===== config.mk =====
export PLATFORM = sky130hd
export DESIGN_NAME = id_control_hazard_unit_flat
export DESIGN_NICKNAME = d
export VERILOG_FILES = /design/src/rtl/id_control_hazard_unit_pkg.sv /design/src/rtl/id_control_hazard_unit_if.sv /design/src/rtl/id_control_hazard_unit_main_control_decoder.sv /design/src/rtl/id_control_hazard_unit.sv /design/src/flat_wrapper.sv
export SDC_FILE = /design/constraint.sdc
export NUM_CORES = 1
export LEC_CHECK = 0
export ABC_AREA = 1
export ABC_CLOCK_PERIOD_IN_PS = 2650
export CAP_MARGIN = 20
export CORE_ASPECT_RATIO = 0.7
export CORE_MARGIN = 1
export CORE_UTILIZATION = 40
export CTS_CLUSTER_SIZE = 16
export DETAILED_ROUTE_END_ITERATION = 8
export GPL_ROUTABILITY_DRIVEN = 0
export PLACE_DENSITY = 0.69
export SLEW_MARGIN = 10
export SYNTH_ARGS = -nofsm -noshare
export SYNTH_HDL_FRONTEND = slang
export SYNTH_HIERARCHICAL = 1
export SYNTH_SLANG_ARGS = --single-unit

===== constraint.sdc =====
create_clock -name clock -period 2.65 [get_ports clock]
set_input_delay 0.53 -clock clock [delete_from_list [all_inputs] [get_ports clock]]
set_output_delay 0.53 -clock clock [all_outputs]
set_load 0.005 [all_outputs]

===== src/rtl/id_control_hazard_unit_pkg.sv =====
// Shared opcode/funct constants, ALU op codes and the ID/EX control bundle type
// for the decode-side control and hazard unit.
package id_control_hazard_unit_pkg;

  localparam logic [5:0] OP_RTYPE = 6'h00;
  localparam logic [5:0] OP_BEQ   = 6'h04;
  localparam logic [5:0] OP_ADDI  = 6'h08;
  localparam logic [5:0] OP_LW    = 6'h23;
  localparam logic [5:0] OP_SW    = 6'h2B;

  localparam logic [5:0] FN_ADD = 6'h20;
  localparam logic [5:0] FN_SUB = 6'h22;
  localparam logic [5:0] FN_AND = 6'h24;
  localparam logic [5:0] FN_OR  = 6'h25;
  localparam logic [5:0] FN_SLT = 6'h2A;

  typedef enum logic [2:0] {
    ALU_ADD = 3'd0,
    ALU_SUB = 3'd1,
    ALU_AND = 3'd2,
    ALU_OR  = 3'd3,
    ALU_SLT = 3'd4
  } alu_op_e;

  typedef struct packed {
    logic       reg_write;
    logic       mem_read;
    logic       mem_write;
    logic       mem_to_reg;
    logic       alu_src;
    logic       reg_dst;
    logic       branch;
    logic       sub;
    alu_op_e    alu_op;
    logic [4:0] rs;
    logic [4:0] rt;
    logic [4:0] rd;
    logic       illegal;
  } ctrl_bundle_t;

endpackage


===== src/rtl/id_control_hazard_unit_if.sv =====
// IF/ID-to-ID/EX control interface: IF/ID inputs, pipeline write enables and
// the registered ID/EX control bundle seen by the EX stage.
interface id_control_hazard_unit_if;
  logic [31:0] if_id_instr;
  logic        if_id_valid;
  logic        ex_branch_taken;
  logic        pc_write;
  logic        if_id_write;
  logic        if_id_flush;
  logic        ex_reg_write;
  logic        ex_mem_read;
  logic        ex_mem_write;
  logic        ex_mem_to_reg;
  logic        ex_alu_src;
  logic        ex_reg_dst;
  logic        ex_branch;
  logic        ex_sub;
  logic [2:0]  ex_alu_op;
  logic [4:0]  ex_rs;
  logic [4:0]  ex_rt;
  logic [4:0]  ex_rd;
  logic        ex_illegal;

  modport master (
    input  if_id_instr, if_id_valid, ex_branch_taken,
    output pc_write, if_id_write, if_id_flush,
    output ex_reg_write, ex_mem_read, ex_mem_write, ex_mem_to_reg,
    output ex_alu_src, ex_reg_dst, ex_branch, ex_sub, ex_alu_op,
    output ex_rs, ex_rt, ex_rd, ex_illegal
  );

  modport slave (
    output if_id_instr, if_id_valid, ex_branch_taken,
    input  pc_write, if_id_write, if_id_flush,
    input  ex_reg_write, ex_mem_read, ex_mem_write, ex_mem_to_reg,
    input  ex_alu_src, ex_reg_dst, ex_branch, ex_sub, ex_alu_op,
    input  ex_rs, ex_rt, ex_rd, ex_illegal
  );
endinterface


===== src/rtl/id_control_hazard_unit_main_control_decoder.sv =====
// Purely combinational instruction-to-control-bundle decode, plus a flag
// telling the hazard logic whether the instruction reads rt.
module main_control_decoder
  import id_control_hazard_unit_pkg::*;
(
  input  logic [31:0]  instr,
  input  logic         valid,
  output ctrl_bundle_t ctrl,
  output logic         reads_rt
);

  logic [5:0]   opcode;
  logic [5:0]   funct;
  logic         bad;
  ctrl_bundle_t dec;
  logic         unused_shamt;

  assign opcode       = instr[31:26];
  assign funct        = instr[5:0];
  assign unused_shamt = ^instr[10:6];
  assign reads_rt     = (opcode == OP_RTYPE) || (opcode == OP_SW) || (opcode == OP_BEQ);

  always_comb begin
    dec = '0;
    bad = 1'b0;
    case (opcode)
      OP_RTYPE: begin
        dec.reg_write = 1'b1;
        dec.reg_dst   = 1'b1;
        case (funct)
          FN_ADD:  dec.alu_op = ALU_ADD;
          FN_SUB:  dec.alu_op = ALU_SUB;
          FN_AND:  dec.alu_op = ALU_AND;
          FN_OR:   dec.alu_op = ALU_OR;
          FN_SLT:  dec.alu_op = ALU_SLT;
          default: bad = 1'b1;
        endcase
      end
      OP_LW: begin
        dec.mem_read   = 1'b1;
        dec.mem_to_reg = 1'b1;
        dec.reg_write  = 1'b1;
        dec.alu_src    = 1'b1;
      end
      OP_SW: begin
        dec.mem_write = 1'b1;
        dec.alu_src   = 1'b1;
      end
      OP_BEQ: begin
        dec.branch = 1'b1;
        dec.alu_op = ALU_SUB;
      end
      OP_ADDI: begin
        dec.reg_write = 1'b1;
        dec.alu_src   = 1'b1;
      end
      default: bad = 1'b1;
    endcase
    dec.sub = (dec.alu_op == ALU_SUB) || (dec.alu_op == ALU_SLT);
    dec.rs  = instr[25:21];
    dec.rt  = instr[20:16];
    dec.rd  = instr[15:11];

    // The all-zero word is a canonical NOP even though funct 0 is not listed.
    ctrl = '0;
    if (valid && (instr != 32'd0)) begin
      if (bad) ctrl.illegal = 1'b1;
      else     ctrl = dec;
    end
  end

endmodule


===== src/rtl/id_control_hazard_unit.sv =====
// Decode-side control unit: load-use stall and branch flush detection, ID/EX
// control bundle register and saturating stall/flush event counters.
module id_control_hazard_unit
  import id_control_hazard_unit_pkg::*;
#(
  parameter int CNT_W = 16
) (
  input  logic                          clock,
  input  logic                          reset,
  id_control_hazard_unit_if.master      bus,
  output logic [CNT_W-1:0]              stall_count,
  output logic [CNT_W-1:0]              flush_count
);

  ctrl_bundle_t     dec;
  ctrl_bundle_t     bundle_d, bundle_q;
  logic             reads_rt;
  logic             hazard;
  logic             flush;
  logic [4:0]       id_rs, id_rt;
  logic [CNT_W-1:0] stall_count_d, stall_count_q;
  logic [CNT_W-1:0] flush_count_d, flush_count_q;

  main_control_decoder u_dec (
    .instr    (bus.if_id_instr),
    .valid    (bus.if_id_valid),
    .ctrl     (dec),
    .reads_rt (reads_rt)
  );

  assign id_rs = bus.if_id_instr[25:21];
  assign id_rt = bus.if_id_instr[20:16];

  always_comb begin
    hazard = bus.if_id_valid && bundle_q.mem_read && (bundle_q.rt != 5'd0) &&
             ((bundle_q.rt == id_rs) || (reads_rt && (bundle_q.rt == id_rt)));
    flush  = bus.ex_branch_taken;

    bundle_d      = dec;
    stall_count_d = stall_count_q;
    flush_count_d = flush_count_q;
    // Flush dominates a coincident hazard: only the flush is counted.
    if (flush) begin
      bundle_d = '0;
      if (flush_count_q != '1) flush_count_d = flush_count_q + 1'b1;
    end else if (hazard) begin
      bundle_d = '0;
      if (stall_count_q != '1) stall_count_d = stall_count_q + 1'b1;
    end

    bus.pc_write    = reset || flush || !hazard;
    bus.if_id_write = reset || flush || !hazard;
    bus.if_id_flush = !reset && flush;
  end

  always_ff @(posedge clock) begin
    if (reset) begin
      bundle_q      <= '0;
      stall_count_q <= '0;
      flush_count_q <= '0;
    end else begin
      bundle_q      <= bundle_d;
      stall_count_q <= stall_count_d;
      flush_count_q <= flush_count_d;
    end
  end

  assign bus.ex_reg_write  = bundle_q.reg_write;
  assign bus.ex_mem_read   = bundle_q.mem_read;
  assign bus.ex_mem_write  = bundle_q.mem_write;
  assign bus.ex_mem_to_reg = bundle_q.mem_to_reg;
  assign bus.ex_alu_src    = bundle_q.alu_src;
  assign bus.ex_reg_dst    = bundle_q.reg_dst;
  assign bus.ex_branch     = bundle_q.branch;
  assign bus.ex_sub        = bundle_q.sub;
  assign bus.ex_alu_op     = bundle_q.alu_op;
  assign bus.ex_rs         = bundle_q.rs;
  assign bus.ex_rt         = bundle_q.rt;
  assign bus.ex_rd         = bundle_q.rd;
  assign bus.ex_illegal    = bundle_q.illegal;
  assign stall_count       = stall_count_q;
  assign flush_count       = flush_count_q;

endmodule


===== src/flat_wrapper.sv =====
// flat-port wrapper written by rule: the top's interface ports become plain ports
module id_control_hazard_unit_flat import id_control_hazard_unit_pkg::*;
#(
  parameter int CNT_W = 16
)
  (clock, reset, stall_count, flush_count, bus_if_id_instr, bus_if_id_valid, bus_ex_branch_taken, bus_pc_write, bus_if_id_write, bus_if_id_flush, bus_ex_reg_write, bus_ex_mem_read, bus_ex_mem_write, bus_ex_mem_to_reg, bus_ex_alu_src, bus_ex_reg_dst, bus_ex_branch, bus_ex_sub, bus_ex_alu_op, bus_ex_rs, bus_ex_rt, bus_ex_rd, bus_ex_illegal);
  id_control_hazard_unit_if bus_i ();
  input  logic clock;
  input  logic reset;
  output logic [CNT_W-1:0] stall_count;
  output logic [CNT_W-1:0] flush_count;
  input wire logic [$bits(bus_i.if_id_instr)-1:0] bus_if_id_instr;
  input wire logic [$bits(bus_i.if_id_valid)-1:0] bus_if_id_valid;
  input wire logic [$bits(bus_i.ex_branch_taken)-1:0] bus_ex_branch_taken;
  output wire logic [$bits(bus_i.pc_write)-1:0] bus_pc_write;
  output wire logic [$bits(bus_i.if_id_write)-1:0] bus_if_id_write;
  output wire logic [$bits(bus_i.if_id_flush)-1:0] bus_if_id_flush;
  output wire logic [$bits(bus_i.ex_reg_write)-1:0] bus_ex_reg_write;
  output wire logic [$bits(bus_i.ex_mem_read)-1:0] bus_ex_mem_read;
  output wire logic [$bits(bus_i.ex_mem_write)-1:0] bus_ex_mem_write;
  output wire logic [$bits(bus_i.ex_mem_to_reg)-1:0] bus_ex_mem_to_reg;
  output wire logic [$bits(bus_i.ex_alu_src)-1:0] bus_ex_alu_src;
  output wire logic [$bits(bus_i.ex_reg_dst)-1:0] bus_ex_reg_dst;
  output wire logic [$bits(bus_i.ex_branch)-1:0] bus_ex_branch;
  output wire logic [$bits(bus_i.ex_sub)-1:0] bus_ex_sub;
  output wire logic [$bits(bus_i.ex_alu_op)-1:0] bus_ex_alu_op;
  output wire logic [$bits(bus_i.ex_rs)-1:0] bus_ex_rs;
  output wire logic [$bits(bus_i.ex_rt)-1:0] bus_ex_rt;
  output wire logic [$bits(bus_i.ex_rd)-1:0] bus_ex_rd;
  output wire logic [$bits(bus_i.ex_illegal)-1:0] bus_ex_illegal;
  assign bus_i.if_id_instr = bus_if_id_instr;
  assign bus_i.if_id_valid = bus_if_id_valid;
  assign bus_i.ex_branch_taken = bus_ex_branch_taken;
  assign bus_pc_write = bus_i.pc_write;
  assign bus_if_id_write = bus_i.if_id_write;
  assign bus_if_id_flush = bus_i.if_id_flush;
  assign bus_ex_reg_write = bus_i.ex_reg_write;
  assign bus_ex_mem_read = bus_i.ex_mem_read;
  assign bus_ex_mem_write = bus_i.ex_mem_write;
  assign bus_ex_mem_to_reg = bus_i.ex_mem_to_reg;
  assign bus_ex_alu_src = bus_i.ex_alu_src;
  assign bus_ex_reg_dst = bus_i.ex_reg_dst;
  assign bus_ex_branch = bus_i.ex_branch;
  assign bus_ex_sub = bus_i.ex_sub;
  assign bus_ex_alu_op = bus_i.ex_alu_op;
  assign bus_ex_rs = bus_i.ex_rs;
  assign bus_ex_rt = bus_i.ex_rt;
  assign bus_ex_rd = bus_i.ex_rd;
  assign bus_ex_illegal = bus_i.ex_illegal;
  id_control_hazard_unit #(.CNT_W(CNT_W)) u_core (.clock(clock), .reset(reset), .bus(bus_i), .stall_count(stall_count), .flush_count(flush_count));
endmodule

-- Yosys cells after proc, flatten, opt, wreduce, memory -nomap -nowiden
Index checks and enable logic that the tools add are counted.
- bitwise operators: 2
- reduce and logical (&&, ||, !) cells: 25
- shift-type cells: 0
- $lt $le $gt $ge: 0
- multiplexer cells: 11
- $mul: 0
- equality and inequality tests: 15
- add/sub/neg operators: 2
- divide/modulo/power cells: 0
- operators with widths (cell ; count):
    $eq 6x6->1 const B ; 7
    $add 16x1->16 const B ; 2
    $ne 16x16->1 const B ; 2
    $reduce_bool 32->1 ; 1
    $pmux 3 s4 ; 1
    $eq 5x5->1 ; 2
    $reduce_or 5->1 ; 2
    $mux 1 ; 8
    $reduce_or 4->1 ; 2
    $eq 6x3->1 const B ; 1
    $eq 6x4->1 const B ; 1
    $logic_and 1x1->1 ; 6
    $logic_not 6->1 ; 1
    $logic_or 1x1->1 ; 6
    $pmux 3 s2 ; 1
    $reduce_or 3->1 ; 2
    $reduce_bool 5->1 ; 1
    $eq 3x1->1 const B ; 1
    $eq 3x3->1 const B ; 1
    $reduce_and 3->1 ; 1
    $logic_not 1->1 ; 2
    $not 1->1 ; 2
    $pmux 1 s2 ; 1
    $reduce_and 2->1 ; 1
- input port bits: 36
- output and inout port bits: 62
- register bits: 58
- memory bits (writable): 0
- bits in latches: 0
- ROM bits: 0
- memories: 0

-- Longest topological paths before layout
- word-level depth: 8
- gate-level depth with buffers: 15

-- By module
The synthesis kept the hierarchy.
- modules (own cells, without submodules) (module ; cells each ; sequential area each (µm²) ; times used ; area each (µm²)):
    id_control_hazard_unit ; 418 ; 1181.1 ; 1 ; 2872.8
    main_control_decoder ; 115 ; 0.0 ; 1 ; 616.8

-- Least setup slack after synthesis
Ideal clock, no wire load.
- path type: input port to output port
- start point: input bus_if_id_instr[28]
- end point: output bus_pc_write
- path slack: 539 ps
- data required time: 2120 ps
- arrival time: 1581 ps
- cell stages on the path: 11
- buffers on the path: 1
- cell sequence: inv_1 -> nand4_1 -> inv_1 -> nand2_1 -> o21ai_0 -> nand2_1 -> nor2_2 -> nand3_2 -> nand2_4 -> nand4_1 -> buf_4
- word-level cells in the longest chain between the ends: 8
- elaborated cells on any way between the ends: 10
- classes of those cells: 2 x eq/ne; 8 x reduce/logical
- RTL lines (item ; line ; text):
    start, declared ; flat_wrapper.sv:12 ; input wire logic [$bits(bus_i.if_id_instr)-1:0] bus_if_id_instr;
    $eq 6x6->1 or $logic_not 6->1 (tied branches) ; id_control_hazard_unit_main_control_decoder.sv:21 ; assign reads_rt = (opcode == OP_RTYPE) || (opcode == OP_SW) || (opcode == OP_BEQ);
    $logic_or 1x1->1 ; id_control_hazard_unit_main_control_decoder.sv:21 ;
    $logic_or 1x1->1 (*) ; id_control_hazard_unit_main_control_decoder.sv:21 ;
    named net u_core.reads_rt ; id_control_hazard_unit.sv:17 ; logic reads_rt;
    $logic_and 1x1->1 (*) ; id_control_hazard_unit.sv:36 ; ((bundle_q.rt == id_rs) || (reads_rt && (bundle_q.rt == id_rt)));
    $logic_or 1x1->1 (*) ; id_control_hazard_unit.sv:36 ;
    $logic_and 1x1->1 (*) ; id_control_hazard_unit.sv:35 ; hazard = bus.if_id_valid && bundle_q.mem_read && (bundle_q.rt != 5'd0) &&
    $logic_not 1->1 (*) ; n/a ;
    $logic_or 1x1->1 (*) ; n/a ;
    end, declared ; flat_wrapper.sv:15 ; output wire logic [$bits(bus_i.pc_write)-1:0] bus_pc_write;
The timed path passes the listed nets; every way through them passes the cells marked *.

-- Final worst setup path
- start point: input bus_if_id_instr[28]
- end point: output bus_pc_write
- word-level cells in the longest chain between the ends: 8
- elaborated cells on any way between the ends: 10
- classes of those cells: 2 x eq/ne; 8 x reduce/logical
- RTL lines (item ; line ; text):
    $eq 6x6->1 or $logic_not 6->1 (tied branches) ; id_control_hazard_unit_main_control_decoder.sv:21 ;
    $logic_or 1x1->1 ; id_control_hazard_unit_main_control_decoder.sv:21 ;
    $logic_or 1x1->1 (*) ; id_control_hazard_unit_main_control_decoder.sv:21 ;
    named net u_core.reads_rt ; id_control_hazard_unit.sv:17 ;
    $logic_and 1x1->1 (*) ; id_control_hazard_unit.sv:36 ;
    $logic_or 1x1->1 (*) ; id_control_hazard_unit.sv:36 ;
    $logic_and 1x1->1 (*) ; id_control_hazard_unit.sv:35 ;
    $logic_not 1->1 (*) ; id_control_hazard_unit.sv:51 ; bus.pc_write = reset || flush || !hazard;
    $logic_or 1x1->1 (*) ; id_control_hazard_unit.sv:51 ;
Marks and branches as above.

==> metrics.txt <==
adder-cell share of the synthesized area=less than 1%; uppermost layer routed=met4; final hold slack=497 ps; Setup crit end kind=primary output; CTS H-tree depth=3; Sink Count=a little under 60; startpoint types=input port; Inst Count DP=between 700 and 800; cts bufs inserted=9; Post-Synth Simple-Gate Area=45.6%; Post-Syn Area=around 0.0035 mm²; Syn Inst Count=approximately 530; Root Driver=clkbuf_16; post-DP HPWL=between 6000 and 7000 µm; Routed WL=between 9000 and 10000 µm; Critical Path RT=approximately 2100 ps; row count=28; Top Ports=slightly below 100; share of the synthesized area in the top cell type=about a third; die area=around 0.009 mm²; Worst Path Buf+Inv=4; post-synthesis async set-or-reset flop share=0%; status=finished clean; sequential share of the synthesized area=between 30% and 40%; Min-Delay Startpoint=u_core/flush_count[15]; vias post-DR=3568; leading cell type in the layout, fill and taps excluded=nor2_1; share of layout cells above drive strength 1=between 10% and 20%; clock latency on the worst-skew pair=330 ps; kind of critical path=input port to primary output; grt total ovfl=0; reg2reg start=u_core/flush_count[0]; Starting Density=41.3%; Worst VDD drop=~0.00034 V; MaxCap Viol Count=0; met2 WL=between 4000 and 5000 µm; Power Density=475 mW/mm²; via/cell ratio=roughly 4.6; XOR/XNOR share of the synthesized area=between 1.5 and 2%; final net count=689; Avg Cell Area, Syn=approximately 6.5 µm²; Max Clock Freq=around 400 MHz; die span in x=roughly 110 µm; Largest stage delay, worst path=a little over 400 ps; CP Cell Sequence=clkdlybuf4s50_1 -> inv_1 -> nand4_1 -> inv_1 -> nand2_1 -> o21ai_1 -> nand2_1 -> nor2_2 -> nand3_2 -> nand2_4 -> nand4_1 -> buf_2; sink of the worst hold path=u_core/flush_count[15]; largest family of logic cells by synthesized area=simple AND/OR/NAND/NOR gates; worst slew pin tran=499 ps; unrepaired setup endpoints after global routing=no; met3 routed WL=~580 µm; reg2reg path depth=8; Hold Crit Class=flip-flop to flip-flop; Die Y=~80 µm; DR DRC count=0; Hold Buf Count CTS=0; most frequent cells in the layout=114 x nor2_1, 112 x nand2_1, 91 x clkdlybuf4s50_1, 90 x inv_1, 59 x dfxtp_1; synth-to-layout area growth=43.7%; CP top delay family=buffers and inverters; Final setup viols=0; TritonCTS clock tree=built; Diodes inserted=0; Ys Warns=6; Longest Clk Path Bufs=2; final hold viol count=0; CP max FO=2; I/O Buffers=97; Worst Hold Depth=2; first-pass GRT wire length=~15000 µm; Reg clk slew, reported paths=~50 ps; drt pass-1 iters=6; compound-gate portion of the synthesized area=4.95%; Post-DRT Antenna Nets=0; register bit total from synthesis=approximately 60; largest net degree at the start of global routing=28; Relative slew margins=about two thirds; vias in the first global route=around 3300; cell area after layout=approximately 0.005 mm²; Leakage=roughly 2 nW; Main synth FF type=dfxtp_1; multiplexer share of the synthesized area=0%; Tmin final=2430 ps; DR iter-0 viols=roughly 150; largest area contributor in the netlist=dfxtp_1; Worst Skew=~4.6 ps; Netlist cell types=36; Final Cycle Share=between 90% and 100%; Synth Net Count=571; met1 WL=approximately 4400 µm; initial antenna violation count=0; Global Route Usage Sum=21.1%; fin. max-slew vios=0; slowest CP cell=clkdlybuf4s50_1; Area contributors post-synth=dfxtp_1 34%, nor2_1 12%, nand2_1 12%; r2r setup slk=730 ps; Post-DP Area=around 0.0047 mm²; Core ar.=roughly 0.0084 mm²; Worst R2R End=u_core/flush_count[0]; number of synthesized flops with an enable pin=0; WL/cell=around 12 µm; crit path DAT=~1900 ps; CP startpoint=bus_if_id_instr[28]; Final Non-Filler Cells=between 700 and 800
kinds of logic (layout without fill, tap and decap cells):
logic type               after synthesis  in the layout
AO/OA/AOI/OAI                         32             32
XOR/XNOR                               7              7
adder cells (fa/ha/maj)                2              2
buffers and inverters                109            232
flip-flops                            59             59
AND/OR/NAND/NOR                      324            324
per-stage QoR:
step,TNS [ps],utilization (%),setup slack (ps),total power [W]
after global routing,0,59.4,31.2,0.00246
after floorplan,0,-,539,0.00101
after global placement,-430,55.4,-215,0.00112
final,0,59.4,222,0.00238
after CTS,0,59.2,0.0173,0.00240
after detailed placement,-545,55.4,-274,0.00112
Yosys cell counts, types with 3 or more instances:
cell type / instances
xor2_1: 3
o21ai_0: 7
nand3_1: 23
buf_4: 3
xnor2_1: 4
dfxtp_1: 59
nand2_1: 112
nand3_2: 6
buf_6: 3
o21ai_1: 5
inv_2: 8
nand2_4: 3
nor2_2: 16
inv_1: 90
a21oi_1: 16
nor3_1: 6
nand4_1: 16
nor2_1: 114
nor2_4: 16
worst min-delay path: cells and delay by family, from the launching register on:
family | cells | cell delay [ps]
simple gates | 1 | 70
flops | 1 | 320
compound gates | 1 | 60
worst max-delay path by stage:
stage | cells after the start | to
after CTS | 13 | bus_if_id_write
after global routing | 12 | bus_pc_write
final | 12 | bus_pc_write
after detailed placement | 11 | bus_pc_write
after global placement | 13 | bus_if_id_write
after floorplan | 11 | bus_pc_write
layout make-up:
class                           instances  area [µm²]
Inverter                               99         372
Sequential cell                        59        1180
Timing Repair Buffer                  117        1130
Clock inverter                          4        72.6
Clock buffer                           12         256
Tap cell                              120         150
Fill cell                             787        3430
Multi-Input combinational cell        365        1850
routing by layer:
metal  up-vias  global-route usage, %
met5         -                      0
met3         7                   6.94
li1       1859                      -
met2       114                   34.9
met4         0                   6.84
met1      1588                   26.0
power breakdown:
part / switching [W] / total [W] / internal [W]
logic: 0.000104 / 0.000204 / 0.000100
clock network: 0.000405 / 0.00128 / 0.000872
registers: 0.00000627 / 0.000899 / 0.000893
total: 0.000515 / 0.00238 / 0.00187
what timing repair did:
action | in CTS | in global routing
pin swaps | 0 | 2
setup buffers | 0 | 1
setup endpoints to repair | 2 | 2
gates resized for setup | 7 | 5
Note: power is estimated with default switching activity, not from simulation.
